### src/rtl/l15_req_port_arbiter.sv
// l15_req_port_arbiter
// Fixed-priority arbiter with starvation override. It merges NumPorts L1.5
// request ports onto a single registered request channel toward the L1.5.
//
// Ports:
//   clk_i         clock
//   reset_l       asynchronous active-low reset
//   arb_en_i      enables new grants (an in-flight request still completes)
//   req_valid_i   per-port request valid
//   req_data_i    per-port payload, port i at [i*ReqWidth +: ReqWidth]
//   req_ready_o   one-hot accept strobe, combinational
//   l15_val_o     request valid toward L1.5 (high in ISSUE)
//   l15_data_o    registered payload of the granted request
//   l15_portid_o  index of the granted port
//   l15_ack_i     L1.5 header acknowledge (ignored in IDLE)
//   starved_o     per-port flag, set when its wait counter is saturated
module l15_req_port_arbiter #(
  parameter int NumPorts = 6,
  parameter int ReqWidth = 128,
  parameter int StarveTh = 16,
  localparam int PidW = (NumPorts > 1) ? $clog2(NumPorts) : 1
) (
  input  logic                         clk_i,
  input  logic                         reset_l,
  input  logic                         arb_en_i,
  input  logic [NumPorts-1:0]          req_valid_i,
  input  logic [NumPorts*ReqWidth-1:0] req_data_i,
  output logic [NumPorts-1:0]          req_ready_o,
  output logic                         l15_val_o,
  output logic [ReqWidth-1:0]          l15_data_o,
  output logic [PidW-1:0]              l15_portid_o,
  input  logic                         l15_ack_i,
  output logic [NumPorts-1:0]          starved_o
);

  localparam logic [7:0] StarveCnt = 8'(StarveTh);

  typedef enum logic {
    IDLE  = 1'b0,
    ISSUE = 1'b1
  } state_t;

  state_t                r_state;
  state_t                w_state_next;
  logic [7:0]            r_wait [NumPorts];
  logic [ReqWidth-1:0]   r_data;
  logic [PidW-1:0]       r_portid;

  logic                  w_accept_opp;
  logic                  w_grant;
  logic [NumPorts-1:0]   w_starved_valid;
  logic [NumPorts-1:0]   w_pri_mask;
  logic                  w_found;
  logic [PidW-1:0]       w_win_idx;
  logic [ReqWidth-1:0]   w_win_data;

  // A busy channel can take a new request in the same cycle its current
  // one is acknowledged, giving back-to-back issue.
  assign w_accept_opp = arb_en_i && ((r_state == IDLE) || l15_ack_i);

  // Starved requesters pre-empt plain priority; among either set the
  // lowest index wins.
  assign w_starved_valid = starved_o & req_valid_i;
  assign w_pri_mask      = (|w_starved_valid) ? w_starved_valid : req_valid_i;

  always_comb begin
    w_found    = 1'b0;
    w_win_idx  = '0;
    w_win_data = '0;
    // Descending scan so the lowest set index is the last one written.
    for (int i = NumPorts - 1; i >= 0; i--) begin
      if (w_pri_mask[i]) begin
        w_found    = 1'b1;
        w_win_idx  = PidW'(i);
        w_win_data = req_data_i[i*ReqWidth +: ReqWidth];
      end
    end
  end

  // reset_l gates the strobe so no accept is signalled while in reset.
  assign w_grant = reset_l && w_accept_opp && w_found;

  always_comb begin
    req_ready_o = '0;
    if (w_grant) begin
      req_ready_o[w_win_idx] = 1'b1;
    end
  end

  always_comb begin
    w_state_next = r_state;
    case (r_state)
      IDLE:    if (w_grant) w_state_next = ISSUE;
      ISSUE:   if (w_grant) w_state_next = ISSUE;
               else if (l15_ack_i) w_state_next = IDLE;
      default: w_state_next = IDLE;
    endcase
  end

  always_ff @(posedge clk_i or negedge reset_l) begin
    if (!reset_l) begin
      r_state <= IDLE;
    end else begin
      r_state <= w_state_next;
    end
  end

  // Payload and port id only change on a grant, so they hold while the
  // L1.5 withholds its acknowledge.
  always_ff @(posedge clk_i or negedge reset_l) begin
    if (!reset_l) begin
      r_data   <= '0;
      r_portid <= '0;
    end else if (w_grant) begin
      r_data   <= w_win_data;
      r_portid <= w_win_idx;
    end
  end

  genvar gi;
  generate
    for (gi = 0; gi < NumPorts; gi++) begin : g_wait
      // Counts cycles a valid request goes unserved, independent of
      // arb_en_i, and saturates at the starvation threshold.
      always_ff @(posedge clk_i or negedge reset_l) begin
        if (!reset_l) begin
          r_wait[gi] <= '0;
        end else if (!req_valid_i[gi] || req_ready_o[gi]) begin
          r_wait[gi] <= '0;
        end else if (r_wait[gi] != StarveCnt) begin
          r_wait[gi] <= r_wait[gi] + 8'd1;
        end
      end

      assign starved_o[gi] = (r_wait[gi] == StarveCnt);
    end
  endgenerate

  assign l15_val_o    = (r_state == ISSUE);
  assign l15_data_o   = r_data;
  assign l15_portid_o = r_portid;

endmodule

### config.mk
export PLATFORM = sky130hd
export DESIGN_NAME = l15_req_port_arbiter
export DESIGN_NICKNAME = d
export VERILOG_FILES = /design/src/rtl/l15_req_port_arbiter.sv
export SDC_FILE = /design/constraint.sdc
export NUM_CORES = 1
export LEC_CHECK = 0
export CORE_AREA = 2 2 361 363
export CTS_BUF_LIST = sky130_fd_sc_hd__clkbuf_2
export DETAILED_ROUTE_END_ITERATION = 10
export DIE_AREA = 0 0 363 365
export PLACE_DENSITY_LB_ADDON = 0.2
export SLEW_MARGIN = 30
export SYNTH_ARGS = -nofsm -noshare
export SYNTH_HDL_FRONTEND = slang
export SYNTH_SLANG_ARGS = --single-unit
### constraint.sdc
create_clock -name clk_i -period 7.45 [get_ports clk_i]
set_input_delay 1.49 -clock clk_i [delete_from_list [all_inputs] [get_ports clk_i]]
set_output_delay 1.49 -clock clk_i [all_outputs]
set_load 0.02 [all_outputs]
==> summary.txt, run 1 <==
Post-synth EDFFs -> 0
VDD IR max -> 0.0001301 V
Slew Viols, Final -> 0
Layout cell share with drive strength beyond 1 -> 8.709%
Routing usage on met1 -> 24.94%
Max-Cap Viols -> 0
Worst Min Path Start -> l15_portid_o[2]$_DFFE_PN0P_
GRT overflow -> 0
Die height -> 365 µm
Nets -> 3751
Combinational family with the most area after synthesis -> compound AO/OA/AOI/OAI gates
Adder-Cell Fraction of Synth Area -> 0.8505%
Worst-path clk slew -> 370 ps
Vias in the first global route -> 22970
Worst EP required -> 5960 ps
Largest net degree at the start of global routing -> 132
Clock Tree Buf Depth -> 2
Vias -> 24300
Final hold slack -> 541.4 ps
Hold Path Sink -> l15_portid_o[2]$_DFFE_PN0P_
First-pass GRT wire length -> 185300 µm
Hold path depth -> 1
GP Congestion -> 0.8607
# rows -> 132
Tcrit/Tclk final -> 93.56%
TritonCTS clock tree -> yes
Cell Pwr Density -> 136.9 nW/µm²
P_sw -> 1682 µW
Xor/xnor share of the synthesized area -> 1.786%
Fmax -> 143.5 MHz
GRT Total Usage -> 19.38%
DIE AREA -> 132500 µm²
Post-synthesis register bit count -> 180
Final setup fails -> 0
Num CTS Buffers -> 17
Final Non-Filler Cells -> 4686
Hold Crit Class -> flip-flop to flip-flop
CP Capture Type -> output pin
Dominant synthesized flop cell -> dfrtp_1
Min Tclk post-route -> 6970 ps
I/O Buffers -> 921
Starting Density -> 13.72%
Clk_lat worst skew -> 1350 ps
Post-Syn Nets -> 3069
Met3 Track Usage GR -> 5.508%
GRT busiest layer -> met2
Internal Power -> 2261 µW
Drt pass-1 iters -> 7
Syn Inst Count -> 2279
Launching point of the worst reg2reg path -> r_wait[8]$_DFFE_PN0P_
Mapped Area -> 17650 µm²
Logic pwr share -> 50.0%
Vias/cell -> 5.185
Layout Skew -> 89.69 ps
Max H-tree Level -> 4
Async SR Flop Fraction -> 100.0%
Core area -> 128700 µm²
Die Span X -> 363 µm
Routed Antenna Nets -> 0
P&R area growth vs syn -> 63.17%
Yosys warns -> 0
Worst endpoint data arrival time -> 5480 ps
Register area share after synthesis -> 25.51%
CTS root buf -> clkbuf_2
Synth Area in Simple Gates -> 22.82%
Post-synthesis mux area share -> 8.668%
Leading cell type in the layout, fill and taps excluded -> clkdlybuf4s50_1
Crit-path max FO -> 36
Slew margin rel. -> 26.92%
Initial antenna violation count -> 56
Hold Vio Cnt, Final -> 0
Startpoint types -> flip-flop
IO Count -> 922
Met2 Usage GRT -> 31.08%
Worst-Margin Slew -> 1096 ps
TritonCTS Sinks -> 180
Outcome -> complete, no violations
Compound-gate portion of the synthesized area -> 32.76%
Placed insts -> 4615
Leakage -> 0.009368 µW
FF-to-FF setup slack -> 2600 ps
Postcts setup bufs -> 0
Critical path class -> flip-flop to output pin
Switching share of total power -> 42.66%
Mapped Avg Cell Area -> 7.747 µm²
First-iteration detailed-routing DRC count -> 2443
Final wirelength -> 136200 µm
Synth unique cells -> 68
Residual DRC -> 0
Reg2reg end -> l15_data_o[114]$_DFFE_PN0P_
Routed len/inst -> 29.07 µm
Clock Power Share -> 17.2%
Worst R2R Path Depth -> 11
Reg power frac -> 32.8%
Post-DP HPWL -> 96400 µm
Commonest cells after routing, fill and taps aside -> clkdlybuf4s50_1, nand3_1, o21ai_0
[kinds of logic after synthesis]
group	count (synthesis)
DFF	180
muxes	133
adders and majority gates	12
buffers and inverters	333
and+or+nand+nor	775
xor gates and xnor gates	36
AOI/OAI and AO/OA	810
[Yosys cell counts (2+ instances only)]
cell type / instances / share of area [%]
nand2b_1: 10 / 0.35
buf_4: 5 / 0.21
mux2_4: 10 / 0.85
nand4_1: 129 / 4.6
a211oi_1: 7 / 0.30
nor3_2: 9 / 0.51
nor2_1: 164 / 3.5
or3b_2: 4 / 0.20
buf_2: 51 / 1.4
dfrtp_1: 180 / 26
and3_1: 13 / 0.46
mux2_2: 118 / 7.5
o21ai_0: 256 / 7.3
nand3_1: 415 / 12
nand2_1: 7 / 0.15
inv_1: 15 / 0.32
a21oi_1: 8 / 0.23
o21ai_1: 5 / 0.14
o22ai_1: 128 / 4.5
o41ai_1: 2 / 0.099
nand3b_1: 2 / 0.085
nor4_4: 3 / 0.36
xor2_1: 29 / 1.4
clkbuf_1: 248 / 5.3
a31o_2: 4 / 0.20
ha_1: 12 / 0.85
a311oi_1: 256 / 13
o32ai_1: 128 / 6.4
xnor2_1: 7 / 0.35
mux2i_1: 4 / 0.23
clkinv_1: 2 / 0.043
nor3_1: 2 / 0.057
nor4b_1: 2 / 0.099
buf_1: 10 / 0.21
[worst max-delay path by stage]
stage / from / to / slack [ps] / cells after the start
floorplan: req_valid_i[1] / req_ready_o[5] / 2230 / 10
global placement: req_valid_i[3] / req_ready_o[4] / 810 / 8
detailed placement: req_valid_i[3] / req_ready_o[4] / 780 / 8
CTS: r_wait[8]$_DFFE_PN0P_ / req_ready_o[4] / 120 / 9
global route: r_wait[8]$_DFFE_PN0P_ / req_ready_o[4] / -80 / 9
finish: r_wait[8]$_DFFE_PN0P_ / req_ready_o[4] / 480 / 9
[per-stage QoR]
| stage | TNS (ps) | setup WS [ps] | area (µm²) | total power (µW) | utilization, % |
|---|---|---|---|---|---|
| after global placement | 0 | 814.2 | 28380 | 3278 | 22.06 |
| after CTS | 0 | 116.9 | 28680 | 4009 | 22.29 |
| after detailed placement | 0 | 780.1 | 28420 | 3276 | 22.09 |
| final | 0 | 480.0 | 28810 | 3943 | 22.39 |
| after floorplan | 0 | 2227 | 17650 | 2071 | - |
| after global routing | -140.8 | -77.55 | 28790 | 4162 | 22.38 |
[worst max-delay path: stages, from the launching register on]
cell and delay (ps):
dfrtp_1 500, inv_1 110, ha_1 150, or4bb_1 560, nor3_2 610, nor4_4 210, a31oi_2 580, nand2_8 380
o2111a_1 440, clkdlybuf4s50_1 620
[routing by layer]
metal / wire length, µm / vias to the layer above / part of all wire, %
met5: 282 / - / 0.21
met4: 3476 / 44 / 2.6
met3: 11060 / 190 / 8.1
met2: 63560 / 1255 / 47
met1: 57830 / 12200 / 42
li1: - / 10610 / -
[flip-flops by register name, summed over array words and instances, names as in the netlist]
register      flops
r_wait           48
l15_val_o         1
l15_portid_o      3
l15_data_o      128
[final cells by class]
| type | count | area, µm² |
|---|---|---|
| sequential | 180 | 4504 |
| inverter | 17 | 68.82 |
| clock inverter | 15 | 161.4 |
| antenna | 37 | 92.59 |
| fill | 14190 | 99850 |
| timing repair buffer | 979 | 9856 |
| multi-input combinational | 1766 | 11940 |
| tap | 1675 | 2096 |
| clock buffer | 17 | 85.08 |
[power groups by stage]
stage	registers [µW]	logic [µW]	clock network [µW]
3_3_place_gp	1310	1970	0
3_5_place_dp	1300	1970	0
4_1_cts	1290	1980	737
5_1_grt	1320	2070	770
6_report	1290	1970	678
2_1_floorplan	1500	575	0
[repair_timing]
action | 4_1_cts | 5_1_grt
gates resized for setup | 0 | 0
endpoints found under the hold margin | 53 | 0
hold buffers | 1 | 0
(Power assumes the default switching activity.)
==> inputs of run 2 (changes only) <==
--- a/config.mk
+++ b/config.mk
@@ -10,7 +10,9 @@
 export DETAILED_ROUTE_END_ITERATION = 10
 export DIE_AREA = 0 0 363 365
 export PLACE_DENSITY_LB_ADDON = 0.2
+export REMOVE_ABC_BUFFERS = 1
 export SLEW_MARGIN = 30
 export SYNTH_ARGS = -nofsm -noshare
 export SYNTH_HDL_FRONTEND = slang
 export SYNTH_SLANG_ARGS = --single-unit
+export TNS_END_PERCENT = 50
==> run 2 against run 1 <==
Against the previous run:
- sequential share of layout area is 0.055 points lower
- fmax is 0.18% higher
- non-clock buffer count is 11 higher
- wire length is 0.76% lower
- clock skew is 4.6 ps lower
- sequential cell count stayed put
- worst setup slack better by 13 ps
- clock power is 4.6% higher
- largest cell class unchanged
- count of clock-buffer cells in the layout stayed put
- power is 0.69% higher
==> summary.txt, run 2 (synthesis results as in run 1) <==
Die height -> 365 µm (unchanged)
GRT overflow -> 0 (unchanged)
Crit-path max FO -> 34 (-5.6%)
GRT Total Usage -> 19.31% (-0.066 points)
Vias/cell -> 5.145 (-0.78%)
Clock Tree Buf Depth -> 2 (unchanged)
Leakage -> 0.009447 µW (+0.84%)
Postcts setup bufs -> 0 (unchanged)
Hold Crit Class -> flip-flop to flip-flop
Setup WS post-layout -> 492.6 ps (+12.65 ps)
Residual DRC -> 0 (unchanged)
Routed len/inst -> 28.77 µm (-1.0%)
Tcrit/Tclk final -> 93.39% (-0.17 points)
Num CTS Buffers -> 17 (unchanged)
Starting Density -> 13.72% (unchanged)
IO Count -> 922 (unchanged)
Worst R2R Path Depth -> 11 (unchanged)
Largest net degree at the start of global routing -> 160 (+21%)
Hold Vio Cnt, Final -> 0 (unchanged)
Reg2reg end -> l15_data_o[125]$_DFFE_PN0P_
DIE AREA -> 132500 µm² (unchanged)
First-iteration detailed-routing DRC count -> 2267 (-7.2%)
Pre-CTS WS -> 699.5 ps (-80.59 ps)
Leading cell type in the layout, fill and taps excluded -> clkdlybuf4s50_1
Critical path class -> flip-flop to output pin
Register area -> 4504 µm² (unchanged)
Worst-Margin Slew -> 1116 ps (+19.37 ps)
Final hold slack -> 549.4 ps (+7.942 ps)
Fin util -> 22.47% (+0.079 points)
P&R area growth vs syn -> 63.74%
Worst Setup EP -> req_ready_o[5]
Vias in the first global route -> 23190 (+0.94%)
Cell Pwr Density -> 137.3 nW/µm² (+0.33%)
Worst EP required -> 5960 ps (about the same)
Area of the multi-input gates -> 11940 µm² (about the same)
GP Congestion -> 0.8734 (+1.5%)
Final setup fails -> 0 (unchanged)
Commonest cells after routing, fill and taps aside -> clkdlybuf4s50_1, nand3_1, o21ai_0, a311oi_1, dfrtp_1
TritonCTS clock tree -> yes
Worst Min Path Start -> l15_data_o[40]$_DFFE_PN0P_
Crit. Startpoint -> r_wait[8]$_DFFE_PN0P_
Worst-path clk slew -> 330 ps (-40 ps)
Nets -> 3762 (+0.29%)
Post-DP HPWL -> 95010 µm (-1.4%)
I/O Buffers -> 921 (unchanged)
Max-Cap Viols -> 0 (unchanged)
Routed Antenna Nets -> 0 (unchanged)
Min Tclk post-route -> 6957 ps (-12.65 ps)
Slew margin rel. -> 25.63% (-1.3 points)
Layout cell share with drive strength beyond 1 -> 8.945% (+0.24 points)
Layout Skew -> 85.10 ps (-4.598 ps)
Initial antenna violation count -> 41 (-27%)
Startpoint types -> flip-flop
# rows -> 132 (unchanged)
First-pass GRT wire length -> 184900 µm (-0.23%)
CTS root buf -> clkbuf_2
Core area -> 128700 µm² (unchanged)
Clk_lat worst skew -> 1300 ps (-50 ps)
Fmax -> 143.7 MHz (+0.18%)
Max H-tree Level -> 4 (unchanged)
Final Power -> 3970 µW (+0.69%)
Outcome -> complete, no violations
CP Capture Type -> output pin
Launching point of the worst reg2reg path -> r_wait[8]$_DFFE_PN0P_
Die Span X -> 363 µm (unchanged)
Vias -> 24180 (-0.51%)
Max reg flops -> 128 (unchanged)
Slew Viols, Final -> 0 (unchanged)
Drt pass-1 iters -> 8 (+1)
FF-to-FF setup slack -> 2730 ps (+130 ps)
Worst endpoint data arrival time -> 5470 ps (about the same)
Final wirelength -> 135200 µm (-0.76%)
VDD IR max -> 0.0001277 V (-1.8%)
TritonCTS Sinks -> 180 (unchanged)
Fill cells -> 14090 (-0.70%)
## run 2: cell count changes in the layout (fill, tap and decap cells not counted), moves of 2 or more
cell,change
a311oi_2,-2
inv_8,+2
bufinv_16,+2
a311oi_1,+2
clkinv_8,-2
buf_4,+12
clkinvlp_4,-4
diode_2,+2
clkinv_4,+2
## run 2: routing by layer
metal / GRT usage, % / routed length, µm
met5: 0 / 69
met4: 5.923 / 3215
met3: 4.010 / 9280
met2: 31.30 / 63740
met1: 25.61 / 58860
## run 2: repair_timing
action                     CTS  global route
hold endpoints to repair    37             0
hold buffers                 1             0
setup endpoints to repair    1             0
resized for setup            1             0
## run 2: worst max-delay path: stages, from the launching register on
cell	delay, ps
dfrtp_1	490
inv_1	110
ha_1	150
or4bb_1	600
nor3_4	440
nor4_4	190
a31oi_2	570
nand2_8	370
o21ai_2	470
and2_1	220
clkdlybuf4s50_1	630
## run 2: power by group
part	internal (µW)	switching, µW	total, µW
logic	989	974	1960
clock network	179	530	709
registers	1160	135	1300
total	2330	1640	3970
## run 2: worst min-delay path by stage
stage                                             end  slack [ps]  cells after the start
after floorplan                r_wait[23]$_DFFE_PN0P_         500                      2
after global placement    l15_portid_o[2]$_DFFE_PN0P_         480                      1
after detailed placement  l15_portid_o[2]$_DFFE_PN0P_         490                      1
after CTS                  l15_data_o[36]$_DFFE_PN0P_         330                      2
after global routing       l15_data_o[38]$_DFFE_PN0P_         380                      2
final                      l15_data_o[40]$_DFFE_PN0P_         550                      1
## run 2: layout make-up
type | count | area share (%)
multi-input cells | 1766 | 41.29
repair buffers | 990 | 34.34
flip-flops and latches | 180 | 15.58
well taps | 1675 | 7.250
clock inverters | 15 | 0.6709
diodes | 39 | 0.3376
clock buffers | 17 | 0.2943
inverters | 17 | 0.2381
## run 2: per-stage QoR
| stage | cell area [µm²] | TNS (ps) | instances |
|---|---|---|---|
| after detailed placement | 28510 | 0 | 4627 |
| after floorplan | 16380 | -1462420 | 1963 |
| after global placement | 28480 | 0 | 4626 |
| final | 28910 | 0 | 4699 |
| after CTS | 28810 | 0 | 4660 |
| after global routing | 28890 | -41.32 | 4693 |
